**src/rtl/serial_adder_ctrl.sv**
```systemverilog
// Bit-serial adder: one full-adder cell plus a carry flop, LSB first, one bit per clock.
// Define SERIAL_ADDER_SUB_EN to add a 'sub' input that turns the operation into a-b.
module serial_adder_ctrl #(
    parameter int unsigned WIDTH = 8
) (
    input  logic             clk,
    input  logic             rst_n,
    input  logic             start,
    input  logic [WIDTH-1:0] a,
    input  logic [WIDTH-1:0] b,
`ifdef SERIAL_ADDER_SUB_EN
    input  logic             sub,
`endif
    output logic             busy,
    output logic             done,
    output logic [WIDTH-1:0] sum,
    output logic             cout
);

    localparam int unsigned CW = (WIDTH > 1) ? $clog2(WIDTH) : 1;

    typedef enum logic [1:0] {
        StIdle = 2'b00,
        StRun  = 2'b01,
        StDone = 2'b10
    } state_e;

    state_e           state_q, state_d;
    logic [WIDTH-1:0] a_q, a_d, b_q, b_d, sum_q, sum_d;
    logic [CW-1:0]    cnt_q, cnt_d;
    logic             carry_q, carry_d, cout_q, cout_d, sub_q, sub_d;
    logic             sub_in, bit_x, bit_y, bit_s, bit_c;

`ifdef SERIAL_ADDER_SUB_EN
    assign sub_in = sub;
`else
    assign sub_in = 1'b0;
`endif

    // Subtraction is a + ~b + 1: invert b into the cell, preset carry to 1.
    assign bit_x = a_q[0];
    assign bit_y = b_q[0] ^ sub_q;
    assign bit_s = bit_x ^ bit_y ^ carry_q;
    assign bit_c = (bit_x & bit_y) | (bit_x & carry_q) | (bit_y & carry_q);

    always_comb begin
        state_d = state_q;
        a_d     = a_q;
        b_d     = b_q;
        sum_d   = sum_q;
        cnt_d   = cnt_q;
        carry_d = carry_q;
        cout_d  = cout_q;
        sub_d   = sub_q;
        unique case (state_q)
            StIdle: begin
                if (start) begin
                    a_d     = a;
                    b_d     = b;
                    sub_d   = sub_in;
                    carry_d = sub_in;
                    cnt_d   = '0;
                    state_d = StRun;
                end
            end
            StRun: begin
                a_d     = a_q >> 1;
                b_d     = b_q >> 1;
                sum_d   = {bit_s, sum_q[WIDTH-1:1]};
                carry_d = bit_c;
                if (cnt_q == CW'(WIDTH - 1)) begin
                    // Counter holds here rather than wrapping.
                    cout_d  = bit_c;
                    state_d = StDone;
                end else begin
                    cnt_d = cnt_q + CW'(1);
                end
            end
            StDone: state_d = StIdle;
            default: state_d = StIdle;
        endcase
    end

    always_ff @(posedge clk or negedge rst_n) begin
        if (!rst_n) begin
            state_q <= StIdle;
            a_q     <= '0;
            b_q     <= '0;
            sum_q   <= '0;
            cnt_q   <= '0;
            carry_q <= 1'b0;
            cout_q  <= 1'b0;
            sub_q   <= 1'b0;
        end else begin
            state_q <= state_d;
            a_q     <= a_d;
            b_q     <= b_d;
            sum_q   <= sum_d;
            cnt_q   <= cnt_d;
            carry_q <= carry_d;
            cout_q  <= cout_d;
            sub_q   <= sub_d;
        end
    end

    assign busy = (state_q == StRun);
    assign done = (state_q == StDone);
    assign sum  = sum_q;
    assign cout = cout_q;

endmodule
```
**config.mk**
```make
export PLATFORM = sky130hd
export DESIGN_NAME = serial_adder_ctrl
export DESIGN_NICKNAME = d
export VERILOG_FILES = /design/src/rtl/serial_adder_ctrl.sv
export SDC_FILE = /design/constraint.sdc
export NUM_CORES = 1
export LEC_CHECK = 0
export CAP_MARGIN = 20
export CORE_MARGIN = 4
export CORE_UTILIZATION = 40
export CTS_BUF_LIST = sky130_fd_sc_hd__clkbuf_4
export CTS_CLUSTER_DIAMETER = 40
export DETAILED_ROUTE_END_ITERATION = 8
export GPL_TIMING_DRIVEN = 1
export SYNTH_ARGS = -nofsm -noshare
export SYNTH_HDL_FRONTEND = slang
export SYNTH_SLANG_ARGS = --single-unit
```
**constraint.sdc**
```tcl
create_clock -name clk -period 2.03 [get_ports clk]
set_clock_uncertainty 0.15 [all_clocks]
set_input_delay 0.406 -clock clk [delete_from_list [all_inputs] [get_ports clk]]
set_output_delay 0.406 -clock clk [all_outputs]
set_load 0.02 [all_outputs]
```
==> flow_summary.yaml <==
worst_setup_path:
  cp.buffers_inverters: 1
  reg2reg_slack_ns: 0.39
  path_depth: 1
  path_class: "reg2out"
  critPathLaunch: "sum[3]$_DFFE_PN0N_"
  crit_path_end_kind: "output pin"
  worst_ep_arrival_time_ns: 1.32
  slowest_stage: "clkdlybuf4s50_1"
  r2r_start: "cnt_q[0]$_DFFE_PN0P_"
  crit_fanout: 3
  worst_ep_required_time_ns: 1.47
  critPathLaunchType: "flip-flop"
  r2r_cells: 4
  critPathMaxStageDelay_ns: 0.61
  path_delay_family: "buffers and inverters"
  crit_chain: "clkdlybuf4s50_1"
route:
  dr.pass1.iters: 4
  num_vias: 1106
  drc_errors: 0
  drt_iter0_drc: 73
  drt-total-wl_mm: 3.18
  vias_per_cell: 5.34
  postRouteAntennaNets: 0
  wl_per_cell_um: 15.3
logic_synthesis:
  syn_inst: 127
  synth_fp_nets: 149
  synth-seq-cells: 31
  syn_area_per_cell_um2: 12.3
  synth_edf_count: 0
  ys_top_cells_by_area: "dfrtp_1 (50%), mux2_2 (6.5%), o221a_2 (5.0%)"
  yosysWarnings: 0
  synth_top_area_share_pct: 49.7
  synth_async_sr_flop_share_pct: 100
  synthFlopType: "dfrtp_1"
  synth_area_um2: 1560
  synth_cell_types: 27
  seq_area_frac_synth_pct: 49.7
  yosysTopAreaCell: "dfrtp_1"
sta:
  setup_viol: 0
  period_share_pct: 92.4
  hold_violations: 0
  setup_tns_ns: 0
  worst_pin_slew_ns: 0.407
  max_slew_margin_pct: 72.9
  max_freq_mhz: 533
  fin_ws_ns: 0.153
  rsz0062_at_grt: "false"
  drv_slew: 0
  fin_crit_ns: 1.88
placement:
  dp_hpwl_mm: 2.24
  io_buffers: 29
  dp_slack_ns: 0.0488
  gp_congestion: 0.753
power:
  p_leak_nw: 0.828
  finalPower_mw: 2.75
  ir_drop_uv: 576
  power.density_nw_per_um2: 1430
floorplan:
  rows: 22
  start_util_pct: 42.0
  num_io_pins: 30
  core_area_um2: 3720
  die-area_um2: 4970
  die_h_um: 70.5
  fp.dieW_um: 70.5
final_layout:
  n_antenna_cell: 0
  area_growth_pct: 23.6
  final_nets: 180
  final_common_cell: "dfrtp_1"
  mostFrequentLayoutCells: "dfrtp_1 (31), clkdlybuf4s50_1 (27), inv_1 (12)"
  layout-drive-gt1-share_pct: 20.8
grt:
  grt_usage_pct: 13.8
  antenna_found_initial: 0
  grt_max_degree: 32
  grt_first_pass_wirelength_mm: 5.33
  first_global_vias: 1144
  gr-total-overflow: 0
clock_network:
  clk_latency_ns: 0.33
  clock_path_buffers: 2
  numCtsBuffers: 5
  ctsRootBufferMaster: "clkbuf_4"
  clk_pin_slew_worst_paths_ns: 0.09
  tritoncts: "yes"
  cts.sinks: 31
  cts_max_level: 2
run_status:
  status: "finished clean"
flow_run:
  drv_cap: 0
min_path:
  hold_path_class: "in2async"
## what timing repair did
item | in CTS | in global routing
endpoints found under the hold margin | 0 | 0
resized for setup | 2 | 0
setup buffers | 0 | 0
hold buffers | 0 | 0
endpoints found under the setup margin | 2 | 0
## layer usage
metal | track usage [%] | share of wire [%] | vias to the layer above
met2 | 20.3 | 45 | 31
met4 | 4.47 | 1.4 | 0
met3 | 6.19 | 8.2 | 5
met1 | 18.0 | 45 | 537
li1 | - | - | 533
met5 | 0 | 0 | -
## flip-flops by register name (all words and copies together) (netlist names)
signal,cells
a_q,8
b_q,8
sum,8
cnt_q,3
state_q,2
carry_q,1
cout,1
## through the flow
step | cells | area [um^2] | hold WS [ns] | utilization [%]
2_1_floorplan | 127 | 1560 | -0.0396 | -
3_3_place_gp | 199 | 1870 | 0.337 | 50.4
3_5_place_dp | 199 | 1870 | 0.342 | 50.4
4_1_cts | 207 | 1930 | 0.315 | 51.9
5_1_grt | 207 | 1930 | 0.333 | 51.9
6_report | 207 | 1930 | 0.316 | 51.9
## cells in the mapped netlist (all sizes together) (2+ instances only)
cell and instances:
clkbuf 2, a211oi 7, mux2 9, nand3 3
dfrtp 31, o221ai 3, nand2b 4, o221a 7
buf 10, nor3b 9, or4b 7, inv 12
nand2 2, a211o 2, ha 2, nor4bb 2
nor4b 7
## cell families (layout without fill, tap and decap cells)
group,Yosys count,after routing,share of synthesized area (%)
buffers and inverters,24,56,8.65
adders and majority gates,3,3,2.88
DFF,31,31,49.7
and+or+nand+nor,37,37,18.3
AOI/OAI and AO/OA,23,23,13.9
muxes,9,9,6.49
## final timing paths
| kind | endpoint |
|---|---|
| worst max-delay path | sum[3] |
| worst min-delay path | sum[2]$_DFFE_PN0N_ |
| worst max register to register | cout$_DFFE_PN0P_ |
| worst min register to register | cout$_DFFE_PN0P_ |
| max in group asynchronous | state_q[1]$_DFFE_PN0P_ |
| min in group clk | cout$_DFFE_PN0P_ |
## final cells by class
type | count | area (um^2)
well taps | 48 | 60.1
multi-input cells | 72 | 651
repair buffers | 36 | 340
flip-flops and latches | 31 | 776
fillers | 349 | 1790
inverters | 12 | 45.0
clock buffers | 7 | 52.6
clock inverters | 1 | 5.00
## power breakdown
part	switching [mW]	total, mW	internal, mW
combinational	0.589	1.28	0.690
sequential	0.188	1.10	0.914
clock	0.209	0.370	0.162
total	0.986	2.75	1.77
No activity file was read; power rests on OpenSTA's default activity.
